**config.mk**
```make
export PLATFORM = sky130hd
export DESIGN_NAME = serial_shift_unit
export DESIGN_NICKNAME = d
export VERILOG_FILES = /design/src/rtl/mips_shift_pkg.sv /design/src/rtl/shift_step.sv /design/src/rtl/serial_shift_unit.sv
export SDC_FILE = /design/constraint.sdc
export NUM_CORES = 1
export LEC_CHECK = 0
export CORE_AREA = 2 2 111 81
export CTS_CLUSTER_DIAMETER = 40
export DETAILED_ROUTE_END_ITERATION = 10
export DIE_AREA = 0 0 113 83
export DONT_BUFFER_PORTS = 1
export GPL_TIMING_DRIVEN = 0
export PLACE_DENSITY = 0.58
export SLEW_MARGIN = 25
export SYNTH_ARGS = -nofsm -noshare
export SYNTH_HDL_FRONTEND = slang
export SYNTH_HIERARCHICAL = 1
export SYNTH_SLANG_ARGS = --single-unit
```
**constraint.sdc**
```tcl
create_clock -name clk -period 3 [get_ports clk]
set_input_delay 0.9 -clock clk [delete_from_list [all_inputs] [get_ports clk]]
set_output_delay 0.9 -clock clk [all_outputs]
set_load 0.01 [all_outputs]
```
**src/rtl/mips_shift_pkg.sv**
```systemverilog
// mips_shift_pkg: opcodes and FSM state encodings shared by the serial shift unit
package mips_shift_pkg;
  localparam logic [1:0] OP_SLL = 2'b00;
  localparam logic [1:0] OP_SRL = 2'b10;
  localparam logic [1:0] OP_SRA = 2'b11;
  typedef enum logic [1:0] {
    S_IDLE  = 2'd0,
    S_SHIFT = 2'd1,
    S_DONE  = 2'd2
  } state_t;
endpackage

```
**src/rtl/shift_step.sv**
```systemverilog
// shift_step: shifts a word by exactly one bit position in the direction given by op
module shift_step
  import mips_shift_pkg::*;
#(
  parameter int WIDTH = 32
) (
  input  logic [WIDTH-1:0] data_in,
  input  logic [1:0]       op,
  output logic [WIDTH-1:0] data_out
);
  // Reserved opcode 01 falls through to the left shift.
  always_comb
    data_out = (op == OP_SRA) ? {data_in[WIDTH-1], data_in[WIDTH-1:1]} :
               (op == OP_SRL) ? {1'b0, data_in[WIDTH-1:1]} :
                                {data_in[WIDTH-2:0], 1'b0};
endmodule

```
**src/rtl/serial_shift_unit.sv**
```systemverilog
// serial_shift_unit: SLL/SRL/SRA executed one bit per clock behind a start/busy/done handshake
module serial_shift_unit
  import mips_shift_pkg::*;
#(
  parameter int WIDTH = 32,
  parameter int SHW   = 5
) (
  input  logic             clk,
  input  logic             reset,
  input  logic             start,
  input  logic [1:0]       op,
  input  logic [SHW-1:0]   shamt,
  input  logic [WIDTH-1:0] data_in,
  output logic             busy,
  output logic             done,
  output logic [WIDTH-1:0] result
);
  state_t           state_q, state_d;
  logic [SHW-1:0]   cnt_q, cnt_d;
  logic [1:0]       op_q, op_d;
  logic [WIDTH-1:0] work_q, work_d;
  logic [WIDTH-1:0] result_q, result_d;
  logic [WIDTH-1:0] step;

  shift_step #(.WIDTH(WIDTH)) u_step (
    .data_in (work_q),
    .op      (op_q),
    .data_out(step)
  );

  // Next state: count down while shifting, publish on zero, accept start from IDLE or DONE.
  always_comb begin
    state_d  = state_q;
    cnt_d    = cnt_q;
    op_d     = op_q;
    work_d   = work_q;
    result_d = result_q;
    if (state_q == S_SHIFT) begin
      if (cnt_q == '0) begin
        state_d  = S_DONE;
        result_d = work_q;
      end else begin
        work_d = step;
        cnt_d  = cnt_q - SHW'(1);
      end
    end else if (start) begin
      state_d = S_SHIFT;
      work_d  = data_in;
      cnt_d   = shamt;
      op_d    = op;
    end else begin
      state_d = S_IDLE;
    end
  end

  // State registers; reset abandons any operation in flight.
  always_ff @(posedge clk or posedge reset) begin
    if (reset) begin
      state_q  <= S_IDLE;
      cnt_q    <= '0;
      op_q     <= OP_SLL;
      work_q   <= '0;
      result_q <= '0;
    end else begin
      state_q  <= state_d;
      cnt_q    <= cnt_d;
      op_q     <= op_d;
      work_q   <= work_d;
      result_q <= result_d;
    end
  end

  assign busy   = (state_q == S_SHIFT);
  assign done   = (state_q == S_DONE);
  assign result = result_q;
endmodule

```
=== Word-level counts from Yosys, hierarchy flattened ===
Index checks and enable logic that the tools add are counted.

* Input port bits: 42
* Memories kept: 0
* Memory bits (read-only): 0
* Output and inout bits: 34
* Latch bits: 0
* Bits in writable memories: 0
* Logic and storage cells: 32
* Register bits: 73

* Add/sub/neg operators: 1
* Multipliers: 0
* Eq/ne operators: 7
* Muxes and demuxes: 11
* Order comparisons: 0
* Shift operators: 0
* Divide/modulo/power cells: 0
* Bitwise gates (word level): 1
* Reductions and logical operators: 6

{| class="wikitable"
|+ Operator list
! kind !! number
|-
| $mux 32 || 5
|-
| $mux 5 || 3
|-
| $eq 2x2->1 const B || 3
|-
| $reduce_and 2->1 || 3
|-
| $logic_not 5->1 || 1
|-
| $sub 5x1->5 const B || 1
|-
| $mux 2 || 2
|-
| $ne 2x2->1 const B || 2
|-
| $reduce_and 3->1 || 1
|-
| $eq 2x1->1 const B || 1
|-
| $ne 2x1->1 const B || 1
|-
| $reduce_bool 2->1 || 1
|-
| $mux 1 || 1
|-
| $not 1->1 || 1
|}

=== Logic depth before layout (Yosys ltp) ===
* Word-level depth: 5
* Depth in mapped cells: 7
* Gate-level depth less buffers: 6

=== By module ===
The synthesis kept the hierarchy.

{| class="wikitable"
|+ Modules (own cells, without submodules)
! module !! sequential area each (um2) !! instances !! cells each !! area an instance (um2)
|-
| serial_shift_unit || 1826.8 || 1 || 221 || 3130.5
|-
| shift_step || 0.0 || 1 || 38 || 521.8
|}

=== Worst setup path before layout ===
No wires, ideal clock.

* Path type: register to register
* Start: register cnt_q[0]
* End: register work_q[0]
* Path slack: 1.241 ns
* Library setup time: 0.123 ns
* Stages on the path, launching flop included: 8
* Period minus slack after synthesis: 1.759 ns
* Required time: 2.877 ns
* Arrival time: 1.636 ns
* Path buffers: 1
* Cell sequence: dfrtp_1 -> inv_1 -> ha_1 -> nor4b_4 -> mux2_4 -> inv_2 -> clkbuf_8 -> o221a_2

* Word-level cells in the longest chain between the ends: 3

{| class="wikitable"
|+ RTL lines
! item !! RTL line !! source
|-
| start, declared || serial_shift_unit.sv:19 || <nowiki>logic [SHW-1:0] cnt_q, cnt_d;</nowiki>
|-
| start signal, assigned || serial_shift_unit.sv:66 || <nowiki>cnt_q <= cnt_d;</nowiki>
|-
| $logic_not 5->1 || serial_shift_unit.sv:39 || <nowiki>if (cnt_q == '0) begin</nowiki>
|-
| $ne 2x2->1 (no source line) || - ||
|-
| $reduce_and 2->1 (no source line) || - ||
|-
| end signal, assigned || serial_shift_unit.sv:68 || <nowiki>work_q <= work_d;</nowiki>
|-
| end, declared || serial_shift_unit.sv:21 || <nowiki>logic [WIDTH-1:0] work_q, work_d;</nowiki>
|}

No other way between the ends.
A chain may end at the register's enable or synchronous reset.

=== Worst setup path in the final report ===
* Start: register cnt_q[0]
* End: register cnt_q[3]

* Word-level cells in the longest chain between the ends: 3
* Elaborated cells on any way between the ends: 6
* Classes of those cells: add/sub (1); eq/ne (1); mux (2); reduce/logical (2)

{| class="wikitable"
|+ RTL lines
! item !! RTL line
|-
| $sub 5x1->5 or $logic_not 5->1 (tied branches) || serial_shift_unit.sv:44, serial_shift_unit.sv:39
|-
| $mux 5 or $ne 2x2->1 (tied branches) || -
|-
| $mux 5 or $reduce_and 2->1 (tied branches) || -
|}

Parallel ways exist; a longest one is shown, timed or not. The select of a mux whose other input is x is not followed.

==> results.py <==
metrics = {
    "status": {
        "status": "complete, but fails checks",
        "failed_checks": "design-rule violations",
    },
    "layout": {
        "nets": 314,
        "final_util": 0.501,
        "antennaDiodeCount": 0,
        "post-route-cell-area_um2": 4140,
        "drive_gt1_frac": 0.500,
        "final_cell_count_no_fill": 381,
        "final_common_cell": "dfrtp_1",
        "area_growth_pct": 13.5,
        "most-common-layout-cells": "dfrtp_1, mux2_2, o221a_2",
    },
    "clock_tree": {
        "clk_latency_ns": 0.33,
        "cts-resized-gates": 0,
        "cts_made_buffers": 9,
        "cts_hold_buf": 0,
        "cts_buffer_depth": 2,
        "cts_tree": "built",
        "cts_setup_buffers": 0,
        "h-tree-depth": 3,
        "cts.root.buffer_cell": "clkbuf_16",
        "clkSinkCount": 73,
        "clk_pin_slew_ns": 0.06,
    },
    "timing": {
        "fmax_ghz": 0.459,
        "setup_tns_ns": 0,
        "min_period_over_period": 0.726,
        "skew_ns": 0.00515,
        "post-route-min-period_ns": 2.18,
        "drv_slew": 0,
        "timing.final.hold_violations": 0,
        "max-slew-margin-rel": 0.586,
        "whs_ns": 0.391,
        "worst_pin_slew_ns": 0.619,
        "setup_violations": 0,
        "rsz0062_at_grt": "false",
    },
    "setup_path": {
        "worst-endpoint-required_ns": 3.21,
        "crit_chain": "inv_1 -> ha_1 -> nor4b_4 -> clkbuf_1 -> nor4_1 -> a221o_2",
        "cpLargestDelayFamily": "simple AND/OR/NAND/NOR gates",
        "ff2ff_setup_slack_ns": 0.82,
        "end_kind": "flop",
        "crit_type": "reg2reg",
        "r2r_cells": 6,
        "critical_path.max_stage_delay_ns": 0.55,
        "crit_buf_inv": 2,
        "crit_path_top_delay_cell": "nor4b_4",
        "rr_startpoint": "cnt_q[0]$_DFFE_PP0P_",
        "arrival_ns": 2.39,
        "reg2reg_to": "cnt_q[3]$_DFFE_PP0P_",
        "critPathMaxFanout": 10,
        "crit_path_start_kind": "flop",
        "startpoint": "cnt_q[0]$_DFFE_PP0P_",
    },
    "run": {
        "maxCapViolCount": 0,
    },
    "detailed_routing": {
        "avgViaCountPerCell": 5.85,
        "drc_errors": 7,
        "routed_wl_mm": 7.74,
        "ant_nets": 0,
        "drt_first_pass_iters": 7,
        "vias": 2227,
        "drt-initial-drc-count": 124,
        "drt-wirelength-per-cell_um": 20.3,
    },
    "global_route": {
        "grt_pass1_vias": 2284,
        "grt_max_degree": 55,
        "track_usage": 0.176,
        "grt_first_pass_wirelength_mm": 12.7,
        "overflow": 0,
        "antenna_found_initial": 0,
    },
    "yosys": {
        "syn-num-nets": 302,
        "seq_area_frac_synth": 0.500,
        "synth_compound_area_frac": 0.118,
        "synthSimpleGateAreaFrac": 0.0843,
        "synthAdderAreaFrac": 0.00343,
        "syn_avg_cell_area_um2": 14.1,
        "ys_ff_latch": 73,
        "synthXorXnorAreaFrac": 0,
        "ys_warn_count": 6,
        "synthCells": 259,
        "ys_types": 34,
        "synthMuxAreaShare": 0.232,
        "synth_top_family_by_area": "multiplexers",
        "syn_area_um2": 3650,
    },
    "pwr": {
        "p_leak_nw": 1.72,
        "share_comb_of_total_power": 0.416,
        "p_per_area_nw_per_um2": 1310,
        "clock_power_share": 0.215,
        "ir_drop_uv": 549,
        "seq_power_share": 0.369,
        "power.internal_w": 0.00368,
        "power_switching_w": 0.00173,
        "p_sw_frac": 0.320,
    },
    "die": {
        "die_area_um2": 9380,
        "die_w_um": 113,
        "coreArea_um2": 8270,
        "row_count": 28,
        "io_pins": 76,
        "initial_core_util": 0.442,
        "fp.dieH_um": 83,
    },
    "hold_path": {
        "min-delay-path-class": "in2async",
    },
    "place": {
        "place_area_um2": 3810,
        "hpwl_mm": 5.32,
        "dp.cells": 365,
        "portBuffers": 0,
        "gp_congestion": 0.747,
    },
}
==> per-layer routing <==
metal	part of all wire	global-route usage	wire, µm	vias to the layer above
met5	0	0	0	-
met4	0.012	0.0599	92	0
met3	0.071	0.0664	546	10
met2	0.42	0.236	3250	64
met1	0.50	0.258	3860	1136
li1	-	-	-	1017
==> per-stage QoR <==
step / worst slack [ns] / power, W
final: 0.823 / 0.00541
after global routing: 0.606 / 0.00577
after CTS: 0.790 / 0.00547
after detailed placement: 0.792 / 0.00427
after global placement: -0.581 / 0.00420
after floorplan: 0.247 / 0.00384
==> flip-flops by register name, summed over array words and instances (netlist names) <==
signal	count
work_q	32
result	32
state_q	2
op_q	2
cnt_q	5
==> power by group through the flow <==
stage | clock network [W] | logic, W | registers, W
finish | 0.00117 | 0.00225 | 0.00200
global route | 0.00124 | 0.00246 | 0.00207
CTS | 0.00120 | 0.00227 | 0.00200
detailed placement | 0 | 0.00226 | 0.00201
global placement | 0 | 0.00220 | 0.00200
floorplan | 0 | 0.00197 | 0.00187
==> area by class of cell <==
| cell class | instances | area, µm² |
|---|---|---|
| clock buffer | 11 | 253 |
| timing repair buffer | 1 | 27.5 |
| sequential | 73 | 1830 |
| multi-input combinational | 156 | 1600 |
| fill | 719 | 4120 |
| clock inverter | 5 | 77.6 |
| tap | 105 | 131 |
| buffer | 20 | 188 |
| inverter | 10 | 40.0 |
==> kinds of logic (layout without fill, tap and decap cells) <==
kind of cell               Yosys count  after routing
and+or+nand+nor                     48             48
buffers and inverters               30             47
DFF                                 73             73
adders and majority gates            1              1
muxes                               66             66
AOI/OAI and AO/OA                   41             41
==> Yosys cell counts <==
master | n | share of area
dfrtp_1 | 73 | 0.50
nor3_1 | 2 | 0.0027
inv_2 | 2 | 0.0021
and2_1 | 1 | 0.0017
nor2_1 | 3 | 0.0031
o2111ai_1 | 1 | 0.0024
buf_1 | 2 | 0.0021
o41ai_1 | 1 | 0.0024
inv_1 | 8 | 0.0082
nand2_2 | 1 | 0.0017
clkbuf_1 | 4 | 0.0041
o221a_1 | 1 | 0.0031
mux2_2 | 38 | 0.12
buf_2 | 3 | 0.0041
a221o_2 | 1 | 0.0031
nor2b_1 | 1 | 0.0017
nand2b_1 | 1 | 0.0017
mux2_4 | 28 | 0.12
a221oi_1 | 1 | 0.0024
nor4b_4 | 1 | 0.0065
or3_2 | 5 | 0.010
dlymetal6s2s_1 | 1 | 0.0034
nand2_1 | 1 | 0.0010
or3_1 | 28 | 0.048
o311ai_0 | 1 | 0.0024
clkbuf_8 | 3 | 0.011
buf_12 | 2 | 0.011
a211oi_1 | 2 | 0.0041
o21ai_0 | 2 | 0.0027
nor4_1 | 1 | 0.0017
o221a_2 | 31 | 0.096
nand3_1 | 3 | 0.0041
ha_1 | 1 | 0.0034
buf_6 | 5 | 0.015
==> worst max path at each step <==
stage                     slack [ns]  depth (start not counted)                endpoint
after floorplan                 0.25                          1    cnt_q[0]$_DFFE_PP0P_
after global placement         -0.58                          1  result[24]$_DFFE_PP0P_
after detailed placement        0.79                          6  result[28]$_DFFE_PP0P_
after CTS                       0.79                          6  result[28]$_DFFE_PP0P_
after global routing            0.61                          6    cnt_q[3]$_DFFE_PP0P_
final                           0.82                          6    cnt_q[3]$_DFFE_PP0P_
(Power assumes the default switching activity.)
